==> src/rtl/hyperbus_ax_splitter.sv <==
// hyperbus_ax_splitter
// Breaks AXI AR/AW bursts into fragments that stay inside one MaxBytes-aligned
// page and never exceed MaxBytes, then folds the per-fragment responses back
// into one response per original burst. A single in-order FIFO records, per
// issued fragment, whether it was the final fragment of its burst.
module hyperbus_ax_splitter #(
  parameter int AddrWidth = 32,
  parameter int DataWidth = 128,
  parameter int MaxBytes  = 1024,
  parameter int MaxTxns   = 4
) (
  input  logic                 clk_i,
  input  logic                 rst_i,
  input  logic                 in_valid_i,
  output logic                 in_ready_o,
  input  logic [AddrWidth-1:0] in_addr_i,
  input  logic [7:0]           in_len_i,
  input  logic [2:0]           in_size_i,
  input  logic [1:0]           in_burst_i,
  input  logic                 in_write_i,
  output logic                 out_valid_o,
  input  logic                 out_ready_i,
  output logic [AddrWidth-1:0] out_addr_o,
  output logic [7:0]           out_len_o,
  output logic [2:0]           out_size_o,
  output logic [1:0]           out_burst_o,
  output logic                 out_write_o,
  output logic                 out_last_o,
  input  logic                 dn_b_valid_i,
  output logic                 dn_b_ready_o,
  input  logic [1:0]           dn_b_resp_i,
  output logic                 up_b_valid_o,
  input  logic                 up_b_ready_i,
  output logic [1:0]           up_b_resp_o,
  input  logic                 dn_r_valid_i,
  output logic                 dn_r_ready_o,
  input  logic [DataWidth-1:0] dn_r_data_i,
  input  logic [1:0]           dn_r_resp_i,
  input  logic                 dn_r_last_i,
  output logic                 up_r_valid_o,
  input  logic                 up_r_ready_i,
  output logic [DataWidth-1:0] up_r_data_o,
  output logic [1:0]           up_r_resp_o,
  output logic                 up_r_last_o
);

  localparam logic [1:0]           BurstIncr = 2'b01;
  localparam int                   PtrW      = (MaxTxns > 1) ? $clog2(MaxTxns) : 1;
  localparam int                   CntW      = $clog2(MaxTxns + 1);
  localparam logic [AddrWidth-1:0] PageMask  = AddrWidth'(MaxBytes - 1);
  localparam logic [AddrWidth:0]   PageBytes = (AddrWidth + 1)'(MaxBytes);

  typedef enum logic [0:0] {StIdle = 1'b0, StSplit = 1'b1} state_e;

  // Beats of the fragment starting at addr: INCR stops at the page edge,
  // FIXED/WRAP always go out whole.
  function automatic logic [8:0] frag_beats(input logic [AddrWidth-1:0] addr,
                                            input logic [8:0]           rem,
                                            input logic [2:0]           size,
                                            input logic [1:0]           burst);
    logic [AddrWidth-1:0] al;
    logic [AddrWidth:0]   room;
    al   = addr & ~((AddrWidth'(1) << size) - AddrWidth'(1));
    room = (PageBytes - {1'b0, al & PageMask}) >> size;
    if (burst != BurstIncr) begin
      frag_beats = rem;
    end else if ({{(AddrWidth - 8){1'b0}}, rem} < room) begin
      frag_beats = rem;
    end else begin
      frag_beats = room[8:0];
    end
  endfunction

  // Start address of the fragment that follows one of 'beats' beats at addr.
  function automatic logic [AddrWidth-1:0] next_addr(input logic [AddrWidth-1:0] addr,
                                                     input logic [8:0]           beats,
                                                     input logic [2:0]           size);
    logic [AddrWidth-1:0] al;
    al        = addr & ~((AddrWidth'(1) << size) - AddrWidth'(1));
    next_addr = al + ({{(AddrWidth - 9){1'b0}}, beats} << size);
  endfunction

  function automatic logic [PtrW-1:0] ptr_inc(input logic [PtrW-1:0] ptr);
    if (ptr == PtrW'(MaxTxns - 1)) begin
      ptr_inc = PtrW'(0);
    end else begin
      ptr_inc = ptr + PtrW'(1);
    end
  endfunction

  state_e               state_q, state_d;
  logic [AddrWidth-1:0] addr_q, addr_d;
  logic [8:0]           rem_q, rem_d;
  logic [7:0]           len_q, len_d;
  logic                 last_q, last_d;
  logic [2:0]           size_q, size_d;
  logic [1:0]           burst_q, burst_d;
  logic                 write_q, write_d;

  logic                 fifo_q [MaxTxns];
  logic [PtrW-1:0]      wr_ptr_q, wr_ptr_d, rd_ptr_q, rd_ptr_d;
  logic [CntW-1:0]      cnt_q, cnt_d;
  logic [1:0]           acc_q, acc_d;

  logic                 fifo_full_s, fifo_empty_s, head_last_s;
  logic                 in_hs_s, out_hs_s, dn_b_hs_s, pop_s;
  logic [1:0]           b_resp_max_s;
  logic [8:0]           in_rem_s, in_beats_s, cur_beats_s, adv_rem_s, adv_beats_s;
  logic [AddrWidth-1:0] adv_addr_s;

  // Handshake qualifiers and fragment outputs taken straight from the command registers.
  always_comb begin
    fifo_full_s  = (cnt_q == CntW'(MaxTxns));
    fifo_empty_s = (cnt_q == CntW'(0));
    head_last_s  = !fifo_empty_s && fifo_q[rd_ptr_q];
    in_ready_o   = (state_q == StIdle);
    out_valid_o  = (state_q == StSplit) && !fifo_full_s;
    in_hs_s      = in_valid_i && in_ready_o;
    out_hs_s     = out_valid_o && out_ready_i;
    out_addr_o   = addr_q;
    out_len_o    = len_q;
    out_size_o   = size_q;
    out_burst_o  = burst_q;
    out_write_o  = write_q;
    out_last_o   = last_q;
  end

  // Split FSM: latch a command, then walk it fragment by fragment.
  always_comb begin
    state_d     = state_q;
    addr_d      = addr_q;
    rem_d       = rem_q;
    len_d       = len_q;
    last_d      = last_q;
    size_d      = size_q;
    burst_d     = burst_q;
    write_d     = write_q;
    in_rem_s    = {1'b0, in_len_i} + 9'd1;
    in_beats_s  = frag_beats(in_addr_i, in_rem_s, in_size_i, in_burst_i);
    cur_beats_s = {1'b0, len_q} + 9'd1;
    adv_addr_s  = next_addr(addr_q, cur_beats_s, size_q);
    adv_rem_s   = rem_q - cur_beats_s;
    adv_beats_s = frag_beats(adv_addr_s, adv_rem_s, size_q, burst_q);
    case (state_q)
      StIdle: begin
        if (in_hs_s) begin
          state_d = StSplit;
          addr_d  = in_addr_i;
          rem_d   = in_rem_s;
          len_d   = 8'(in_beats_s - 9'd1);
          last_d  = (in_rem_s == in_beats_s);
          size_d  = in_size_i;
          burst_d = in_burst_i;
          write_d = in_write_i;
        end else begin
          state_d = StIdle;
        end
      end
      StSplit: begin
        if (out_hs_s && last_q) begin
          state_d = StIdle;
        end else if (out_hs_s) begin
          addr_d = adv_addr_s;
          rem_d  = adv_rem_s;
          len_d  = 8'(adv_beats_s - 9'd1);
          last_d = (adv_rem_s == adv_beats_s);
        end else begin
          state_d = StSplit;
        end
      end
      default: begin
        state_d = StIdle;
      end
    endcase
  end

  // Command and current-fragment registers.
  always_ff @(posedge clk_i or posedge rst_i) begin
    if (rst_i) begin
      state_q <= StIdle;
      addr_q  <= AddrWidth'(0);
      rem_q   <= 9'd0;
      len_q   <= 8'd0;
      last_q  <= 1'b0;
      size_q  <= 3'd0;
      burst_q <= 2'd0;
      write_q <= 1'b0;
    end else begin
      state_q <= state_d;
      addr_q  <= addr_d;
      rem_q   <= rem_d;
      len_q   <= len_d;
      last_q  <= last_d;
      size_q  <= size_d;
      burst_q <= burst_d;
      write_q <= write_d;
    end
  end

  // Response merge: B beats of non-final fragments are absorbed, the final one
  // carries the worst response seen; R passes through with last gated.
  always_comb begin
    dn_b_hs_s = dn_b_valid_i && dn_b_ready_o;
    if (dn_b_resp_i > acc_q) begin
      b_resp_max_s = dn_b_resp_i;
    end else begin
      b_resp_max_s = acc_q;
    end
    if (head_last_s) begin
      dn_b_ready_o = up_b_ready_i;
    end else begin
      dn_b_ready_o = 1'b1;
    end
    up_b_valid_o = dn_b_valid_i && head_last_s;
    if (up_b_valid_o) begin
      up_b_resp_o = b_resp_max_s;
    end else begin
      up_b_resp_o = 2'b00;
    end
    up_r_valid_o = dn_r_valid_i;
    up_r_data_o  = dn_r_data_i;
    up_r_resp_o  = dn_r_resp_i;
    up_r_last_o  = dn_r_last_i && head_last_s;
    dn_r_ready_o = up_r_ready_i;
    pop_s        = !fifo_empty_s &&
                   (dn_b_hs_s || (dn_r_valid_i && up_r_ready_i && dn_r_last_i));
  end

  // Tracking FIFO pointers, occupancy and B error accumulator next state.
  always_comb begin
    wr_ptr_d = wr_ptr_q;
    rd_ptr_d = rd_ptr_q;
    cnt_d    = cnt_q;
    acc_d    = acc_q;
    if (out_hs_s) begin
      wr_ptr_d = ptr_inc(wr_ptr_q);
    end else begin
      wr_ptr_d = wr_ptr_q;
    end
    if (pop_s) begin
      rd_ptr_d = ptr_inc(rd_ptr_q);
    end else begin
      rd_ptr_d = rd_ptr_q;
    end
    if (out_hs_s && !pop_s) begin
      cnt_d = cnt_q + CntW'(1);
    end else if (!out_hs_s && pop_s) begin
      cnt_d = cnt_q - CntW'(1);
    end else begin
      cnt_d = cnt_q;
    end
    if (dn_b_hs_s && head_last_s) begin
      acc_d = 2'b00;
    end else if (dn_b_hs_s) begin
      acc_d = b_resp_max_s;
    end else begin
      acc_d = acc_q;
    end
  end

  // Tracking FIFO storage and bookkeeping registers.
  always_ff @(posedge clk_i or posedge rst_i) begin
    if (rst_i) begin
      for (int i = 0; i < MaxTxns; i++) begin
        fifo_q[i] <= 1'b0;
      end
      wr_ptr_q <= PtrW'(0);
      rd_ptr_q <= PtrW'(0);
      cnt_q    <= CntW'(0);
      acc_q    <= 2'b00;
    end else begin
      if (out_hs_s) begin
        fifo_q[wr_ptr_q] <= last_q;
      end
      wr_ptr_q <= wr_ptr_d;
      rd_ptr_q <= rd_ptr_d;
      cnt_q    <= cnt_d;
      acc_q    <= acc_d;
    end
  end

endmodule

==> config.mk <==
export PLATFORM = sky130hd
export DESIGN_NAME = hyperbus_ax_splitter
export DESIGN_NICKNAME = d
export VERILOG_FILES = /design/src/rtl/hyperbus_ax_splitter.sv
export SDC_FILE = /design/constraint.sdc
export NUM_CORES = 1
export LEC_CHECK = 0
export CAP_MARGIN = 20
export CORE_UTILIZATION = 25
export CTS_CLUSTER_SIZE = 14
export DETAILED_ROUTE_END_ITERATION = 10
export GPL_ROUTABILITY_DRIVEN = 0
export HOLD_SLACK_MARGIN = 0.12
export PLACE_DENSITY = 0.54
export SETUP_SLACK_MARGIN = 0.4
export SYNTH_ARGS = -nofsm -noshare
export SYNTH_HDL_FRONTEND = slang
export SYNTH_SLANG_ARGS = --single-unit
==> constraint.sdc <==
create_clock -name clk_i -period 13.18 [get_ports clk_i]
set_clock_uncertainty 0.2 [all_clocks]
set_input_delay 2.636 -clock clk_i [delete_from_list [all_inputs] [get_ports clk_i]]
set_output_delay 2.636 -clock clk_i [all_outputs]
set_load 0.01 [all_outputs]
==> impl_metrics.py <==
metrics = {
    "outcome": {
        "status": "completed",
    },
    "logic_synthesis": {
        "yosysMostFrequentCell": "buf_4",
        "ys_seq_elements": 70,
        "synth_top_cell_by_area": "dfrtp_1",
        "syn_nets": 1487,
        "yosysWarnings": 0,
        "seq_area_frac_synth_pct": 18.67,
        "synth.distinct_cells": 90,
        "synthCells": 1242,
        "ys_top_cells_by_area": "dfrtp_1 19%, buf_4 11%, ha_1 7.3%",
        "async_flop_share_pct": 100.0,
        "synth_edf_count": 0,
        "synth_top_area_share_pct": 18.67,
        "syn_area_um2": 9384,
        "synthTopCellsByCount": "133 x buf_4, 120 x nand2_1, 104 x nor2_1",
        "avgSynthCellArea_um2": 7.556,
        "synth_ff_type": "dfrtp_1",
    },
    "critical_path": {
        "cp_common_cell": "o21ai_0",
        "crit_path_end_kind": "flip-flop",
        "cp.required_ps": 13240,
        "reg2regPathDepth": 27,
        "worstPathArrival_ps": 8720,
        "cp_top_family": "compound AO/OA/AOI/OAI gates",
        "worstSetupPathType": "primary input to flip-flop",
        "r2r_start": "out_size_o[1]",
        "r2r_slack_ps": 4660,
        "worstPathCellList": "clkdlybuf4s50_1 -> inv_1 -> o21ai_0 -> nand4b_1 -> mux2_2 -> o211ai_1 -> o21a_1 -> o21ai_0 -> inv_1 -> ha_1 -> nand4_1 -> or3_1 -> o21ai_0 -> o211a_1 -> mux2_2 -> o21bai_1 -> ha_1 -> nand4bb_4 -> or3b_1 -> a31oi_1",
        "crit_buf_inv": 3,
        "crit_path_start_kind": "primary input",
        "max_stage_delay_ps": 1010,
        "r2r-end": "out_len_o[6]",
        "cp_slowest_cell": "clkdlybuf4s50_1",
        "crit_path_max_fanout": 24,
    },
    "worst_hold_path": {
        "hold_class": "flip-flop to flip-flop",
        "holdPathEnd": "cnt_q[2]",
        "min-delay-start": "cnt_q[2]",
        "whs_path_depth": 1,
    },
    "floorplanning": {
        "io_pins": 373,
        "fp.dieH_um": 195.7,
        "core-area_um2": 36790,
        "dieArea_um2": 38310,
        "die_w_um": 195.7,
        "start_util_pct": 25.51,
        "rows": 70,
    },
    "final_layout": {
        "multi_input_area_um2": 6198,
        "drive_above_1_share_pct": 6.672,
        "antennaDiodeCount": 0,
        "areaGrowthSynthToFinish_pct": 9.306,
        "nFillCells": 4013,
        "nets": 1424,
        "seqCellArea_um2": 1753,
    },
    "global_route": {
        "track_usage_pct": 15.58,
        "grt_max_degree": 71,
        "grt_pass1_vias": 8288,
        "grt.overflow.total": 0,
        "grt_pass1_wl_mm": 47.37,
        "antenna_found_initial": 2,
    },
    "drt": {
        "drc": 0,
        "drt-met1-wl_mm": 14.35,
        "drtAntennaViolNets": 0,
        "dr_wl_met2_mm": 13.68,
        "via_per_inst": 5.238,
        "drt_iter0_markers": 718,
        "drt-total-wl_mm": 30.23,
        "drtPass1Iterations": 5,
        "met3WireLength_mm": 1.809,
        "top_layer_used": "met5",
        "wl_per_cell_um": 18.30,
        "vias": 8653,
    },
    "sta": {
        "period_minus_slack_ps": 8654,
        "worst_pin_slew_ps": 912.0,
        "timing.fmax_mhz": 115.6,
        "fin_crit_sh_pct": 65.66,
        "slew_viol_final": 0,
        "rsz0062_at_grt": "false",
        "finalHoldViolCount": 0,
        "setup_tns_ps": 0,
        "setup_viol": 0,
        "slew_headroom_pct": 38.83,
    },
    "flow_run": {
        "cap_viol_max_count": 0,
    },
    "clocking": {
        "postCtsHoldBufs": 0,
        "postCtsSetupRepairBufs": 0,
        "clock-root-buffer": "clkbuf_16",
        "cts_buffer_depth": 2,
        "htreeDepth": 3,
        "clkTransAtPathRegs_ps": 70,
        "tritoncts": "yes",
        "ctsResizeCount": 0,
        "cts_num_sinks": 70,
        "cts_made_buffers": 9,
        "clk-insertion-delay-late_ps": 350,
    },
    "placed_design": {
        "hpwl_mm": 23.15,
        "port_buffers": 112,
    },
}
per-layer routing:
metal / global-route usage (%) / up-vias
met5: 0 / -
met4: 3.993 / 2
met3: 2.682 / 34
met2: 24.88 / 275
met1: 21.62 / 4135
li1: - / 4207
worst max-delay path by stage:
| stage | start | to | slack, ps | cells after the start |
|---|---|---|---|---|
| floorplan | in_size_i[2] | out_len_o[6] | 5380 | 22 |
| global placement | in_size_i[1] | out_len_o[6] | 4410 | 20 |
| detailed placement | in_size_i[1] | out_len_o[6] | 4260 | 21 |
| CTS | in_size_i[1] | out_len_o[6] | 4610 | 21 |
| global route | in_size_i[1] | out_len_o[7] | 3920 | 20 |
| finish | in_size_i[1] | out_len_o[6] | 4530 | 20 |
registers in the layout, indices dropped and copies added (netlist names):
name         cells
out_addr_o      32
rem_q            9
out_len_o        8
fifo_q           4
cnt_q            3
out_size_o       3
acc_q            2
out_burst_o      2
rd_ptr_q         2
wr_ptr_q         2
out_last_o       1
out_write_o      1
state_q          1
stage by stage:
step           hold slack [ps]  utilization (%)  area [um2]  setup WS (ps)  instances
3_3_place_gp             265.9            27.03        9943           4411       1635
6_report                 293.4            27.88       10260           4526       1652
2_1_floorplan            249.6                -        9384           5385       1242
5_1_grt                  317.0            27.88       10260           3918       1652
4_1_cts                  289.7            27.81       10230           4614       1651
3_5_place_dp             273.5            27.03        9943           4257       1635
logic make-up (layout without fill, tap and decap cells):
logic type                 after synthesis  count (layout)  synth area share, %
and+or+nand+nor                        420             420                21.73
AOI/OAI and AO/OA                      333             333                24.39
buffers and inverters                  251             193                15.43
DFF                                     70              70                18.67
xor gates and xnor gates                63              63                6.080
adders and majority gates               58              58                7.973
muxes                                   47              47                5.733
area by class of cell:
type                       instances  share of cell area, %
multi-input combinational        921                  60.43
sequential                        70                  17.09
clock inverter                     7                 0.5977
clock buffer                       9                  2.196
timing repair buffer             125                  12.08
tap                              468                  5.709
inverter                          52                  1.903
cells in the final DEF, fill, tap and decap left out, types with 20 or more instances in the layout:
| master | synthesis | final |
|---|---|---|
| xnor2_1 | 38 | 38 |
| ha_1 | 55 | 55 |
| nor3_1 | 32 | 32 |
| nor2_1 | 104 | 103 |
| a21oi_1 | 74 | 74 |
| inv_1 | 47 | 46 |
| o21ai_0 | 73 | 72 |
| dfrtp_1 | 70 | 69 |
| xor2_1 | 24 | 24 |
| and2_1 | 20 | 20 |
| nand3_1 | 47 | 47 |
| nand4_1 | 20 | 20 |
| mux2i_1 | 29 | 29 |
| a21o_1 | 21 | 21 |
| nand2_1 | 120 | 120 |
| clkdlybuf4s50_1 | 0 | 112 |
Power is left out: the tool's default activity adds up to more than one toggle a clock period on the data nets, which glitch-free logic cannot reach.
